## src/rtl/nw_pkg.sv

```systemverilog
// Shared types and default widths for the job scheduler and its arbiter.
// Holds the FSM state encoding and the default character/score widths.
package nw_pkg;

    localparam int NW_LENGTH = 10;
    localparam int NW_CWIDTH = 2;
    localparam int NW_SWIDTH = 16;

    typedef enum logic [1:0] {
        ST_IDLE  = 2'd0,
        ST_CLEAR = 2'd1,
        ST_RUN   = 2'd2,
        ST_DONE  = 2'd3
    } state_t;

endpackage

```

## src/rtl/nw_rr_arb2.sv

```systemverilog
// Two-way round-robin arbiter: purely combinational, one-hot or zero grant.
// On contention the requester that did not win last time is chosen.
module nw_rr_arb2 (
    input  logic [1:0] req,
    input  logic       last_grant,
    output logic [1:0] grant
);

    always_comb begin
        grant = 2'b00;
        if (req[0] && req[1]) begin
            grant = last_grant ? 2'b01 : 2'b10;
        end else if (req[0]) begin
            grant = 2'b01;
        end else if (req[1]) begin
            grant = 2'b10;
        end
    end

endmodule

```

## src/rtl/nw_job_scheduler.sv

```systemverilog
// Feeds one string-pair job at a time to an alignment grid; grant to result in CLEAR_CYCLES+2 min.
// Results wait in DONE until res_ready; no new grant while a job is in flight or unconsumed.
module nw_job_scheduler
    import nw_pkg::*;
#(
    parameter int LENGTH       = NW_LENGTH,
    parameter int CWIDTH       = NW_CWIDTH,
    parameter int SWIDTH       = NW_SWIDTH,
    parameter int CLEAR_CYCLES = 2,
    parameter int TIMEOUT      = 1023
) (
    input  logic                       clk,
    input  logic                       reset,
    input  logic [1:0]                 req_valid,
    output logic [1:0]                 req_ready,
    input  logic [2*LENGTH*CWIDTH-1:0] req_s1,
    input  logic [2*LENGTH*CWIDTH-1:0] req_s2,
    output logic                       grid_reset,
    output logic [LENGTH*CWIDTH-1:0]   grid_s1,
    output logic [LENGTH*CWIDTH-1:0]   grid_s2,
    input  logic signed [SWIDTH-1:0]   grid_score,
    input  logic                       grid_valid,
    output logic                       res_valid,
    input  logic                       res_ready,
    output logic signed [SWIDTH-1:0]   res_score,
    output logic                       res_id,
    output logic                       res_timeout
);

    localparam int SW = LENGTH * CWIDTH;
    localparam int TW = $clog2(TIMEOUT + 1);
    localparam logic [TW-1:0] TMAX = TW'(TIMEOUT);
    localparam logic [3:0]    CMAX = 4'(CLEAR_CYCLES - 1);

    state_t        state;
    state_t        state_nxt;
    logic [1:0]    grant;
    logic          last_grant;
    logic [3:0]    clr_cnt;
    logic [TW-1:0] cnt;

    nw_rr_arb2 u_arb (
        .req        (req_valid),
        .last_grant (last_grant),
        .grant      (grant)
    );

    always_ff @(posedge clk) begin
        if (reset) begin
            state <= ST_IDLE;
        end else begin
            state <= state_nxt;
        end
    end

    always_comb begin
        state_nxt  = state;
        req_ready  = 2'b00;
        grid_reset = 1'b0;
        res_valid  = 1'b0;
        case (state)
            ST_IDLE: begin
                req_ready = grant;
                if (|grant) state_nxt = ST_CLEAR;
            end
            ST_CLEAR: begin
                grid_reset = 1'b1;
                if (clr_cnt == CMAX) state_nxt = ST_RUN;
            end
            ST_RUN: begin
                if (grid_valid || (cnt == TMAX)) state_nxt = ST_DONE;
            end
            ST_DONE: begin
                res_valid = 1'b1;
                if (res_ready) state_nxt = ST_IDLE;
            end
            default: state_nxt = ST_IDLE;
        endcase
        // Reset overrides the handshake outputs and holds the grid cleared.
        if (reset) begin
            req_ready  = 2'b00;
            grid_reset = 1'b1;
            res_valid  = 1'b0;
        end
    end

    always_ff @(posedge clk) begin
        if (reset) begin
            clr_cnt     <= '0;
            cnt         <= '0;
            last_grant  <= 1'b1;
            grid_s1     <= '0;
            grid_s2     <= '0;
            res_score   <= '0;
            res_id      <= 1'b0;
            res_timeout <= 1'b0;
        end else begin
            case (state)
                ST_IDLE: begin
                    if (|grant) begin
                        grid_s1 <= req_s1[grant[1]*SW +: SW];
                        grid_s2 <= req_s2[grant[1]*SW +: SW];
                        res_id  <= grant[1];
                        clr_cnt <= '0;
                    end
                end
                ST_CLEAR: begin
                    clr_cnt <= clr_cnt + 4'd1;
                    cnt     <= '0;
                end
                ST_RUN: begin
                    // A score arriving on the timeout cycle still counts as a result.
                    if (grid_valid) begin
                        res_score   <= grid_score;
                        res_timeout <= 1'b0;
                    end else if (cnt == TMAX) begin
                        res_score   <= '0;
                        res_timeout <= 1'b1;
                    end else begin
                        cnt <= cnt + TW'(1);
                    end
                end
                ST_DONE: begin
                    if (res_ready) last_grant <= res_id;
                end
                default: ;
            endcase
        end
    end

endmodule

```

## config.mk

```make
export PLATFORM = sky130hd
export DESIGN_NAME = nw_job_scheduler
export DESIGN_NICKNAME = d
export VERILOG_FILES = /design/src/rtl/nw_pkg.sv /design/src/rtl/nw_rr_arb2.sv /design/src/rtl/nw_job_scheduler.sv
export SDC_FILE = /design/constraint.sdc
export NUM_CORES = 1
export LEC_CHECK = 0
export BUFFER_PORTS_ARGS = -buffer_cell sky130_fd_sc_hd__buf_2
export CORE_MARGIN = 1
export CORE_UTILIZATION = 30
export CTS_BUF_LIST = sky130_fd_sc_hd__clkbuf_8
export DETAILED_ROUTE_END_ITERATION = 12
export PLACE_DENSITY = 0.63
export RECOVER_POWER = 100
export SLEW_MARGIN = 20
export SYNTH_ARGS = -nofsm -noshare
export SYNTH_HDL_FRONTEND = slang
export SYNTH_SLANG_ARGS = --single-unit
```

## constraint.sdc

```tcl
create_clock -name clk -period 1.8 [get_ports clk]
set_input_delay 0.27 -clock clk [delete_from_list [all_inputs] [get_ports clk]]
set_output_delay 0.27 -clock clk [all_outputs]
set_load 0.005 [all_outputs]
```

==> metrics.txt <==
# TYPE chip_impl_metric gauge
chip_impl_metric{name="drtPass1Iterations",unit=""} 4
chip_impl_metric{name="detail_route.wl_per_cell",unit="µm"} 13.4
chip_impl_metric{name="antenna_violating_nets_remaining",unit=""} 0
chip_impl_metric{name="die-area",unit="µm²"} 11800
chip_impl_info{name="tritoncts",value="built"} 1
chip_impl_metric{name="wire_length_of_the_first_global_routing_pass",unit="mm"} 13.6
chip_impl_metric{name="std_cell_rows",unit=""} 38
chip_impl_metric{name="layout_min_cycle_time",unit="ns"} 1.73
chip_impl_metric{name="drt-total-wl",unit="mm"} 8.73
chip_impl_metric{name="power-per-cell-area",unit="nW/µm²"} 1230
chip_impl_metric{name="r2r_cells",unit=""} 7
chip_impl_metric{name="slew_violations",unit=""} 0
chip_impl_metric{name="finalClockSkew",unit="ns"} 0.00576
chip_impl_info{name="crit-reg2reg-capture",value="cnt[9]"} 1
chip_impl_metric{name="worst-slew-pin-transition",unit="ns"} 0.626
chip_impl_metric{name="power.leakage",unit="nW"} 1.95
chip_impl_metric{name="cts.path.max_buffers",unit=""} 2
chip_impl_info{name="status",value="completed"} 1
chip_impl_info{name="min-delay-path-class",value="in2reg"} 1
chip_impl_metric{name="clock_tree.htree_level_count",unit=""} 3
chip_impl_metric{name="yosysSeqAreaShare",unit="%"} 44.1
chip_impl_info{name="worst_hold_path.endpoint",value="res_score[13]"} 1
chip_impl_metric{name="finalWeightedCongestion",unit=""} 0.782
chip_impl_metric{name="post_syn_area_per_cell",unit="µm²"} 9.81
chip_impl_metric{name="cts_num_sinks",unit=""} 75
chip_impl_metric{name="timing.setup.tns",unit="ns"} 0
chip_impl_metric{name="layout.nets",unit=""} 617
chip_impl_metric{name="dp_hpwl",unit="mm"} 6.53
chip_impl_metric{name="ys_async_sr_fraction",unit="%"} 0
chip_impl_metric{name="clk_latency",unit="ns"} 0.34
chip_impl_metric{name="final.period_utilization",unit="%"} 96.0
chip_impl_metric{name="post_dp_cell_area",unit="µm²"} 4370
chip_impl_metric{name="syn_inst",unit=""} 347
chip_impl_metric{name="synth-edff-count",unit=""} 0
chip_impl_info{name="synth_ff_type",value="sky130_fd_sc_hd__dfxtp_1"} 1
chip_impl_metric{name="n_fill_cell",unit=""} 1105
chip_impl_metric{name="cts-hold-fix-buffers",unit=""} 0
chip_impl_metric{name="timing.hold.ws",unit="ns"} 0.138
chip_impl_metric{name="final_core_util",unit="%"} 41.9
chip_impl_metric{name="port_buffers",unit=""} 163
chip_impl_info{name="endpoint_kind",value="flip-flop"} 1
chip_impl_info{name="worstSetupPathType",value="reg2reg"} 1
chip_impl_metric{name="via_count",unit=""} 3149
chip_impl_info{name="setup.worst_path.start_class",value="flip-flop"} 1
chip_impl_metric{name="worst-endpoint-required",unit="ns"} 2.07
chip_impl_info{name="synth.largest_area_cell",value="sky130_fd_sc_hd__dfxtp_1"} 1
chip_impl_metric{name="postCtsSetupRepairBufs",unit=""} 0
chip_impl_info{name="layout_common_cells",value="118 x sky130_fd_sc_hd__buf_2, 75 x sky130_fd_sc_hd__dfxtp_1, 45 x sky130_fd_sc_hd__nor2_1"} 1
chip_impl_metric{name="die_height",unit="µm"} 109
chip_impl_metric{name="globalRoute.totalOverflow",unit=""} 0
chip_impl_info{name="layout_commonest_cell",value="sky130_fd_sc_hd__buf_2"} 1
chip_impl_metric{name="layout-area-overhead-vs-synth",unit="%"} 34.7
chip_impl_metric{name="antenna_cells_inserted",unit=""} 0
chip_impl_metric{name="post_route_cells_drive_above_1_share",unit="%"} 32.2
chip_impl_metric{name="gr-usage-all-layers",unit="%"} 14.9
chip_impl_metric{name="r2r_setup_slack",unit="ns"} 0.07
chip_impl_metric{name="remaining_drc_errors",unit=""} 0
chip_impl_metric{name="synth_cell_type_count",unit=""} 52
chip_impl_metric{name="cts-buffers-inserted",unit=""} 9
chip_impl_metric{name="first_global_vias",unit=""} 2930
chip_impl_info{name="worstReg2RegStart",value="state[0]"} 1
chip_impl_metric{name="timing.fmax",unit="MHz"} 578
chip_impl_info{name="synth_area_leaders",value="sky130_fd_sc_hd__dfxtp_1 44%, sky130_fd_sc_hd__mux2i_1 12%, sky130_fd_sc_hd__a211oi_1 9.0%"} 1
chip_impl_metric{name="cts.reportedPaths.clkPinSlew",unit="ns"} 0.08
chip_impl_metric{name="antenna_violations_before_repair",unit=""} 0
chip_impl_info{name="rsz_0062_raised_after_global_routing",value="true"} 1
chip_impl_metric{name="die-width",unit="µm"} 109
chip_impl_metric{name="timing.slew.headroom",unit="%"} 58.2
chip_impl_metric{name="endpoints_failing_setup",unit=""} 0
chip_impl_metric{name="irDropWorstVdd",unit="V"} 0.000590
chip_impl_metric{name="cp_max_fo",unit=""} 13
chip_impl_metric{name="dr.first_iter.drc_count",unit=""} 137
chip_impl_metric{name="final_area",unit="µm²"} 4590
chip_impl_metric{name="postSynthNetCount",unit=""} 457
chip_impl_metric{name="netlist_area_before_placement",unit="µm²"} 3400
chip_impl_metric{name="detail_route.vias_per_cell",unit=""} 4.83
chip_impl_metric{name="synth_seq_cells",unit=""} 75
chip_impl_metric{name="yosysWarningCount",unit=""} 0
chip_impl_metric{name="finalHoldViolations",unit=""} 0
chip_impl_metric{name="core_region_area",unit="µm²"} 10900
chip_impl_metric{name="post-synth-top-area-fraction",unit="%"} 44.1
chip_impl_info{name="cts-root-buf",value="sky130_fd_sc_hd__clkbuf_8"} 1
chip_impl_metric{name="ios",unit=""} 164
chip_impl_info{name="hold_path_startpoint",value="grid_score[13]"} 1
chip_impl_metric{name="max_cap_violations",unit=""} 0
chip_impl_metric{name="grt_max_degree",unit=""} 61
chip_impl_metric{name="initial_utilization",unit="%"} 31.1
chip_impl_metric{name="critPathArrivalTime",unit="ns"} 2.00
chip_impl_metric{name="worst_hold_path.num_cells",unit=""} 2
area by class of cell:
| cell class | count | area, µm² | area share, % |
|---|---|---|---|
| Clock buffer | 12 | 165 | 3.60 |
| Tap cell | 140 | 175 | 3.82 |
| Inverter | 7 | 26.3 | 0.573 |
| Sequential cell | 75 | 1500 | 32.7 |
| Timing Repair Buffer | 174 | 880 | 19.2 |
| Clock inverter | 4 | 95.1 | 2.07 |
| Multi-Input combinational cell | 240 | 1740 | 38.0 |
state kept, by name, summed over array words and instances (netlist names):
register     count
res_id           1
last_grant       1
grid_s1         20
state            2
res_score       16
grid_s2         20
res_timeout      1
clr_cnt          4
cnt             10
worst max path at each step:
stage	slack, ns	end	from
final	0.07	cnt[9]	state[0]
after global routing	-0.02	grid_reset	state[1]
after CTS	0.06	grid_reset	state[1]
after detailed placement	-0.08	res_score[8]	state[0]
after global placement	0.03	res_score[8]	state[0]
after floorplan	0.18	cnt[7]	state[0]
routing by layer:
metal	part of all wire [%]	GRT usage, %
met1	44	17.3
met4	1.4	5.60
met3	7.3	5.00
met5	0	0
met2	47	25.1
kinds of logic after synthesis:
logic type               count (synthesis)  share of synthesized area [%]
AO/OA/AOI/OAI                           93                           21.0
adder cells (fa/ha/maj)                  8                           2.94
buffers and inverters                   32                           5.44
flip-flops                              75                           44.1
AND/OR/NAND/NOR                         98                           14.4
multiplexers                            41                           12.1
report_power, final:
| group | internal (mW) | switching, mW |
|---|---|---|
| registers | 2.07 | 0.224 |
| logic | 0.768 | 0.953 |
| clock network | 1.03 | 0.613 |
| total | 3.87 | 1.79 |
Yosys cell counts (all sizes together), types with 5 or more instances:
cell / n
a211oi: 41
nand2: 8
nand3: 14
nor2: 46
a22o: 16
clkbuf: 13
nor3b: 5
inv: 7
ha: 8
buf: 11
dfxtp: 75
or3: 6
a21oi: 15
mux2i: 40
metrics by stage:
step                      instances  setup WS (ns)  power [mW]
after floorplan                 347          0.177        3.36
after global placement          636         0.0325        4.07
after detailed placement        636        -0.0752        4.12
after CTS                       652         0.0550        5.80
after global routing            652        -0.0227        6.06
final                           652         0.0712        5.66
what timing repair did:
item | in CTS | in global routing
resized for setup | 2 | 2
gates cloned | 0 | 0
endpoints found under the setup margin | 17 | 12
critical path: stages, from the launching register on:
cell and delay [ns]:
sky130_fd_sc_hd__dfxtp_1 0.35, sky130_fd_sc_hd__inv_1 0.11, sky130_fd_sc_hd__ha_1 0.24, sky130_fd_sc_hd__and2b_2 0.21, sky130_fd_sc_hd__o31ai_4 0.10, sky130_fd_sc_hd__buf_12 0.16, sky130_fd_sc_hd__or3_1 0.34, sky130_fd_sc_hd__a31oi_1 0.15
Power figures use the tool's default switching activity.
